File: src/rtl/mult_arbiter.sv
// mult_arbiter
//   Round-robin scheduler that shares one shift-add multiplier among NREQ
//   requesters. It latches the winner's operands, holds the multiplier start
//   level until the multiplier reports ready, captures the product, and then
//   presents it together with the requester id until the consumer accepts it.
//   A watchdog bounds the time spent waiting on the multiplier.
//
// Ports
//   clock        rising-edge clock
//   reset        asynchronous, active-high reset
//   req          per-requester request level, held until gnt
//   a_in, b_in   packed operands, requester i in bits [i*N +: N]
//   gnt          one-hot, one-cycle pulse: that requester's operands were taken
//   busy         high whenever the scheduler is not idle
//   mul_start    start level to the multiplier sequencer
//   mul_a, mul_b registered operands to the multiplier datapath
//   mul_ready    multiplier done
//   mul_product  multiplier result, valid while mul_ready
//   rsp_valid    response available
//   rsp_ready    consumer accepts response
//   rsp_id       requester owning the response
//   rsp_product  captured product (0 when the watchdog expired)
//   rsp_err      watchdog expired for this response
module mult_arbiter #(
   parameter int NREQ    = 4,
   parameter int N       = 8,
   parameter int TIMEOUT = 31
) (
   input  logic                    clock,
   input  logic                    reset,
   input  logic [NREQ-1:0]         req,
   input  logic [NREQ*N-1:0]       a_in,
   input  logic [NREQ*N-1:0]       b_in,
   output logic [NREQ-1:0]         gnt,
   output logic                    busy,
   output logic                    mul_start,
   output logic [N-1:0]            mul_a,
   output logic [N-1:0]            mul_b,
   input  logic                    mul_ready,
   input  logic [2*N-1:0]          mul_product,
   output logic                    rsp_valid,
   input  logic                    rsp_ready,
   output logic [$clog2(NREQ)-1:0] rsp_id,
   output logic [2*N-1:0]          rsp_product,
   output logic                    rsp_err
);

   localparam int IDW = $clog2(NREQ);
   // Watchdog only ever needs to hold values 0..TIMEOUT-1.
   localparam int WDW = $clog2(TIMEOUT);

   localparam logic [WDW-1:0]  WD_LAST  = WDW'(TIMEOUT - 1);
   localparam logic [IDW:0]    NREQ_EXT = (IDW + 1)'(NREQ);
   localparam logic [IDW-1:0]  ID_LAST  = IDW'(NREQ - 1);
   localparam logic [NREQ-1:0] GNT_ONE  = NREQ'(1);

   typedef enum logic [1:0] {
      S_IDLE = 2'd0,
      S_RUN  = 2'd1,
      S_RESP = 2'd2
   } state_t;

   state_t state;
   state_t state_next;

   logic [IDW-1:0] ptr;
   logic [IDW-1:0] ptr_next;
   logic [IDW-1:0] win_id;
   logic           win_any;
   logic [IDW:0]   rot_idx;
   logic [WDW-1:0] wdog;

   // Round-robin pick: scan requesters starting at ptr, wrapping around.
   // The scan runs from the farthest offset down to offset 0 so that the
   // last hit written is the nearest one at or after the pointer.
   always_comb begin
      win_any = 1'b0;
      win_id  = '0;
      rot_idx = '0;
      for (int k = NREQ - 1; k >= 0; k--) begin
         rot_idx = {1'b0, ptr} + (IDW + 1)'(k);
         if (rot_idx >= NREQ_EXT) begin
            rot_idx = rot_idx - NREQ_EXT;
         end
         if (req[rot_idx[IDW-1:0]]) begin
            win_any = 1'b1;
            win_id  = rot_idx[IDW-1:0];
         end
      end
   end

   // Next search starts just after the winner, modulo NREQ.
   assign ptr_next = (win_id == ID_LAST) ? '0 : win_id + 1'b1;

   always_ff @(posedge clock or posedge reset) begin
      if (reset) begin
         state <= S_IDLE;
      end else begin
         state <= state_next;
      end
   end

   // Ready has priority over the watchdog when both occur in the same cycle.
   always_comb begin
      state_next = state;
      case (state)
         S_IDLE: if (win_any) state_next = S_RUN;
         S_RUN:  if (mul_ready || (wdog == WD_LAST)) state_next = S_RESP;
         S_RESP: if (rsp_ready) state_next = S_IDLE;
         default: state_next = S_IDLE;
      endcase
   end

   // Status and the multiplier start level decode straight from state, so
   // they drop in the same cycle as an asynchronous reset. Start falls in
   // RESP, which together with the mandatory IDLE cycle gives the multiplier
   // at least two low cycles between jobs.
   assign busy      = (state != S_IDLE);
   assign mul_start = (state == S_RUN);
   assign rsp_valid = (state == S_RESP);

   always_ff @(posedge clock or posedge reset) begin
      if (reset) begin
         gnt         <= '0;
         ptr         <= '0;
         wdog        <= '0;
         mul_a       <= '0;
         mul_b       <= '0;
         rsp_id      <= '0;
         rsp_product <= '0;
         rsp_err     <= 1'b0;
      end else begin
         gnt <= '0;
         case (state)
            S_IDLE: begin
               if (win_any) begin
                  gnt    <= GNT_ONE << win_id;
                  mul_a  <= a_in[win_id*N +: N];
                  mul_b  <= b_in[win_id*N +: N];
                  rsp_id <= win_id;
                  ptr    <= ptr_next;
                  wdog   <= '0;
               end
            end
            S_RUN: begin
               wdog <= wdog + 1'b1;
               if (mul_ready) begin
                  rsp_product <= mul_product;
                  rsp_err     <= 1'b0;
               end else if (wdog == WD_LAST) begin
                  rsp_product <= '0;
                  rsp_err     <= 1'b1;
               end
            end
            default: begin
            end
         endcase
      end
   end

endmodule

File: config.mk
export PLATFORM = sky130hd
export DESIGN_NAME = mult_arbiter
export DESIGN_NICKNAME = d
export VERILOG_FILES = /design/src/rtl/mult_arbiter.sv
export SDC_FILE = /design/constraint.sdc
export NUM_CORES = 1
export LEC_CHECK = 0
export BUFFER_PORTS_ARGS = -buffer_cell sky130_fd_sc_hd__buf_2
export CAP_MARGIN = 20
export CELL_PAD_IN_SITES_DETAIL_PLACEMENT = 0
export CELL_PAD_IN_SITES_GLOBAL_PLACEMENT = 1
export CORE_MARGIN = 8
export CORE_UTILIZATION = 30
export CTS_BUF_LIST = sky130_fd_sc_hd__clkbuf_16
export DETAILED_ROUTE_END_ITERATION = 16
export GPL_TIMING_DRIVEN = 0
export HOLD_SLACK_MARGIN = 0.1
export PLACE_DENSITY_LB_ADDON = 0.05
export SYNTH_ARGS = -nofsm -noshare
export SYNTH_HDL_FRONTEND = slang
export SYNTH_SLANG_ARGS = --single-unit
File: constraint.sdc
create_clock -name clock -period 1.6 [get_ports clock]
set_clock_uncertainty 0.05 [all_clocks]
set_input_delay 0.16 -clock clock [delete_from_list [all_inputs] [get_ports clock]]
set_output_delay 0.16 -clock clock [all_outputs]
set_load 0.005 [all_outputs]
==> impl_metrics.ini <==
[status]
status = complete, but fails checks
violations = setup timing

[clock_tree]
cts_tree = yes
cts_root_buf = clkbuf_16
clkLatencyLatePin_ns = 0.28
ctsHtreeMaxLevel = 2
cts.sinks = 48
numCtsBuffers = 5
clk_pin_slew_ns = 0.07
clk_path_buf_depth = 2

[timing]
fmax_ghz = 0.605
final-hold-violation-count = 0
max_slew_margin = 0.581
setup_viol = 11
setup_ws_ns = -0.0534
rsz0062_at_grt = yes
finalMaxSlewViolations = 0
max_slew.worst_pin.slew_ns = 0.627
layout_min_cycle_time_ns = 1.65
period_share = 1.03

[power]
power.density_nw_per_um2 = 1840
p_total_mw = 6.92
leakage_nw = 2.00
ir_drop_v = 0.000788

[critical_path]
rr_worst_depth = 6
rrSetupSlack_ns = -0.05
required_ns = 1.69
cp.arrival_ns = 1.75
cp-endpoint = mul_a[0]$_DFFE_PP0P_
crit_type = register to register
critPathLaunch = ptr[0]$_DFFE_PP0P_
path_max_fanout = 10
r2r_end = mul_a[0]$_DFFE_PP0P_
r2r_start = ptr[0]$_DFFE_PP0P_
crit_path_end_kind = register
cp-start-kind = register

[floorplanning]
rows = 32
die_w_um = 105
pin_count = 130
chipHeight_um = 105
start_util = 0.309
core_area_um2 = 7690
fp.dieArea_um2 = 11000

[synthesis]
synth_edf_count = 0
synth_area_um2 = 2380
synthSimpleGateAreaFrac = 0.0963
synth_seq_cells = 48
synth_cells = 206
synth_compound_area_frac = 0.175
synth.distinct_cells = 38
synthMuxAreaShare = 0.135
synthAdderAreaFrac = 0.0158
synth_ff_type = dfrtp_1
ys_async_sr_fraction = 1.00
synth_seq_area_share = 0.505
synth_nets = 297
yosys_warnings = 0
synth_top_family_by_area = compound AO/OA/AOI/OAI gates
synth_xor_area_frac = 0.00368
syn_area_per_cell_um2 = 11.5

[placed_design]
placedCellCount = 438
dp_hpwl_um = 5730
gp_congestion = 0.761
dpl-instance-area_um2 = 3180
place_ws_ns = -0.132
numPortBuffers = 129

[routing]
antenna_left = 0
vias = 2156
via_per_inst = 4.59
route.detailed.drc = 0
wl_per_cell_um = 15.7
drt_pass1_iterations = 4
drtIter0Drc = 43
drt_wl_total_um = 7400

[grt]
grt_antenna_before_repair = 0
grt_pass1_wl_um = 12200
grt_max_degree = 29
grt_pass1_vias = 2332
grt_usage = 0.133
grt_overflow = 0

[layout]
final_common_cell = buf_2
diodes = 0
layout-drive-gt1-share = 0.486
final_cells = 470
multi_input_area_um2 = 1100
fin_util = 0.488
fillers = 724
final_cell_mix = buf_2 (129), dfrtp_1 (48), mux2i_1 (26), nand2_1 (26), dlygate4sd3_1 (18)
layout.nets = 458
area_growth_pct = 57.7
fin_area_um2 = 3750
seqCellArea_um2 = 1200

[min_path]
hp-start = a_in[28]
hold_class = input port to register
min_path_cells = 3

[flow_run]
cap_violations = 0
-- cells by family (layout without fill, tap and decap cells) --
| kind of cell | count (synthesis) | in the layout |
|---|---|---|
| and+or+nand+nor | 49 | 49 |
| xor gates and xnor gates | 1 | 1 |
| muxes | 32 | 32 |
| AOI/OAI and AO/OA | 52 | 52 |
| adders and majority gates | 3 | 3 |
| buffers and inverters | 21 | 183 |
| DFF | 48 | 48 |
-- per-stage QoR --
step | setup TNS (ns) | hold slack (ns)
after floorplan | 0 | 0.218
after global placement | -27.41 | 0.303
after detailed placement | -2.73 | 0.233
after CTS | -0.627 | 0.147
after global routing | -2.01 | 0.171
final | -0.291 | 0.149
-- report_power, final --
part,total (mW),internal (mW),switching [mW]
Combinational,3.33,1.73,1.60
Sequential,2.08,1.77,0.312
Clock,1.50,1.05,0.450
Total,6.92,4.56,2.36
-- what timing repair did --
action / 4_1_cts / 5_1_grt
hold buffers: 18 / 0
buffers inserted: 3 / 3
endpoints found under the hold margin: 44 / 0
gates resized for setup: 13 / 17
setup endpoints to repair: 30 / 32
-- per-layer routing --
| layer | track usage | vias to the layer above | wire length [um] |
|---|---|---|---|
| li1 | - | 1080 | - |
| met1 | 0.160 | 986 | 3290 |
| met2 | 0.226 | 86 | 3510 |
| met3 | 0.0455 | 4 | 548 |
| met4 | 0.0265 | 0 | 55 |
| met5 | 0 | - | 0 |
-- synthesized netlist by cell type, drive strengths merged (2+ instances only) --
cell    number  area [um^2]
a21oi        2         10.0
a22o        16          140
and2         2         12.5
buf         12          121
dfrtp       48         1200
ha           3         37.5
inv          8         30.0
mux2i       32          320
nand2       29          114
nand2b       2         12.5
nand3        2         10.0
nor2         6         25.0
nor2b        2         15.0
nor3         2         15.0
o21ai       11         58.8
o221ai      16          140
or2          2         12.5
-- state kept, by name, summed over array words and instances (netlist names) --
signal / cells
gnt: 4
mul_a: 8
mul_b: 8
ptr: 2
rsp_err: 1
rsp_id: 2
rsp_product: 16
state: 2
wdog: 5
-- worst min path at each step --
stage,endpoint,slack [ns]
final,mul_a[4]$_DFFE_PP0P_,0.15
after global routing,mul_a[3]$_DFFE_PP0P_,0.17
after CTS,mul_a[1]$_DFFE_PP0P_,0.15
after detailed placement,rsp_product[2]$_DFFE_PP0P_,0.23
after global placement,state[1]$_DFFE_PP0P_,0.30
after floorplan,state[1]$_DFFE_PP0P_,0.22
-- critical path, cell delays in order (launching register included) --
cell and delay, ns:
dfrtp_1 0.41, o221a_1 0.26, o22ai_2 0.10, buf_6 0.16, buf_12 0.16, mux2i_2 0.23
o221ai_1 0.14
-- area by class of cell --
class                   instances  share of cell area
well taps                     102              0.0340
multi-input cells             137               0.295
inverters                       8             0.00934
clock inverters                 3              0.0240
repair buffers                154               0.240
flip-flops and latches         48               0.320
plain buffers                  13              0.0447
clock buffers                   5              0.0334
(Power assumes the default switching activity.)
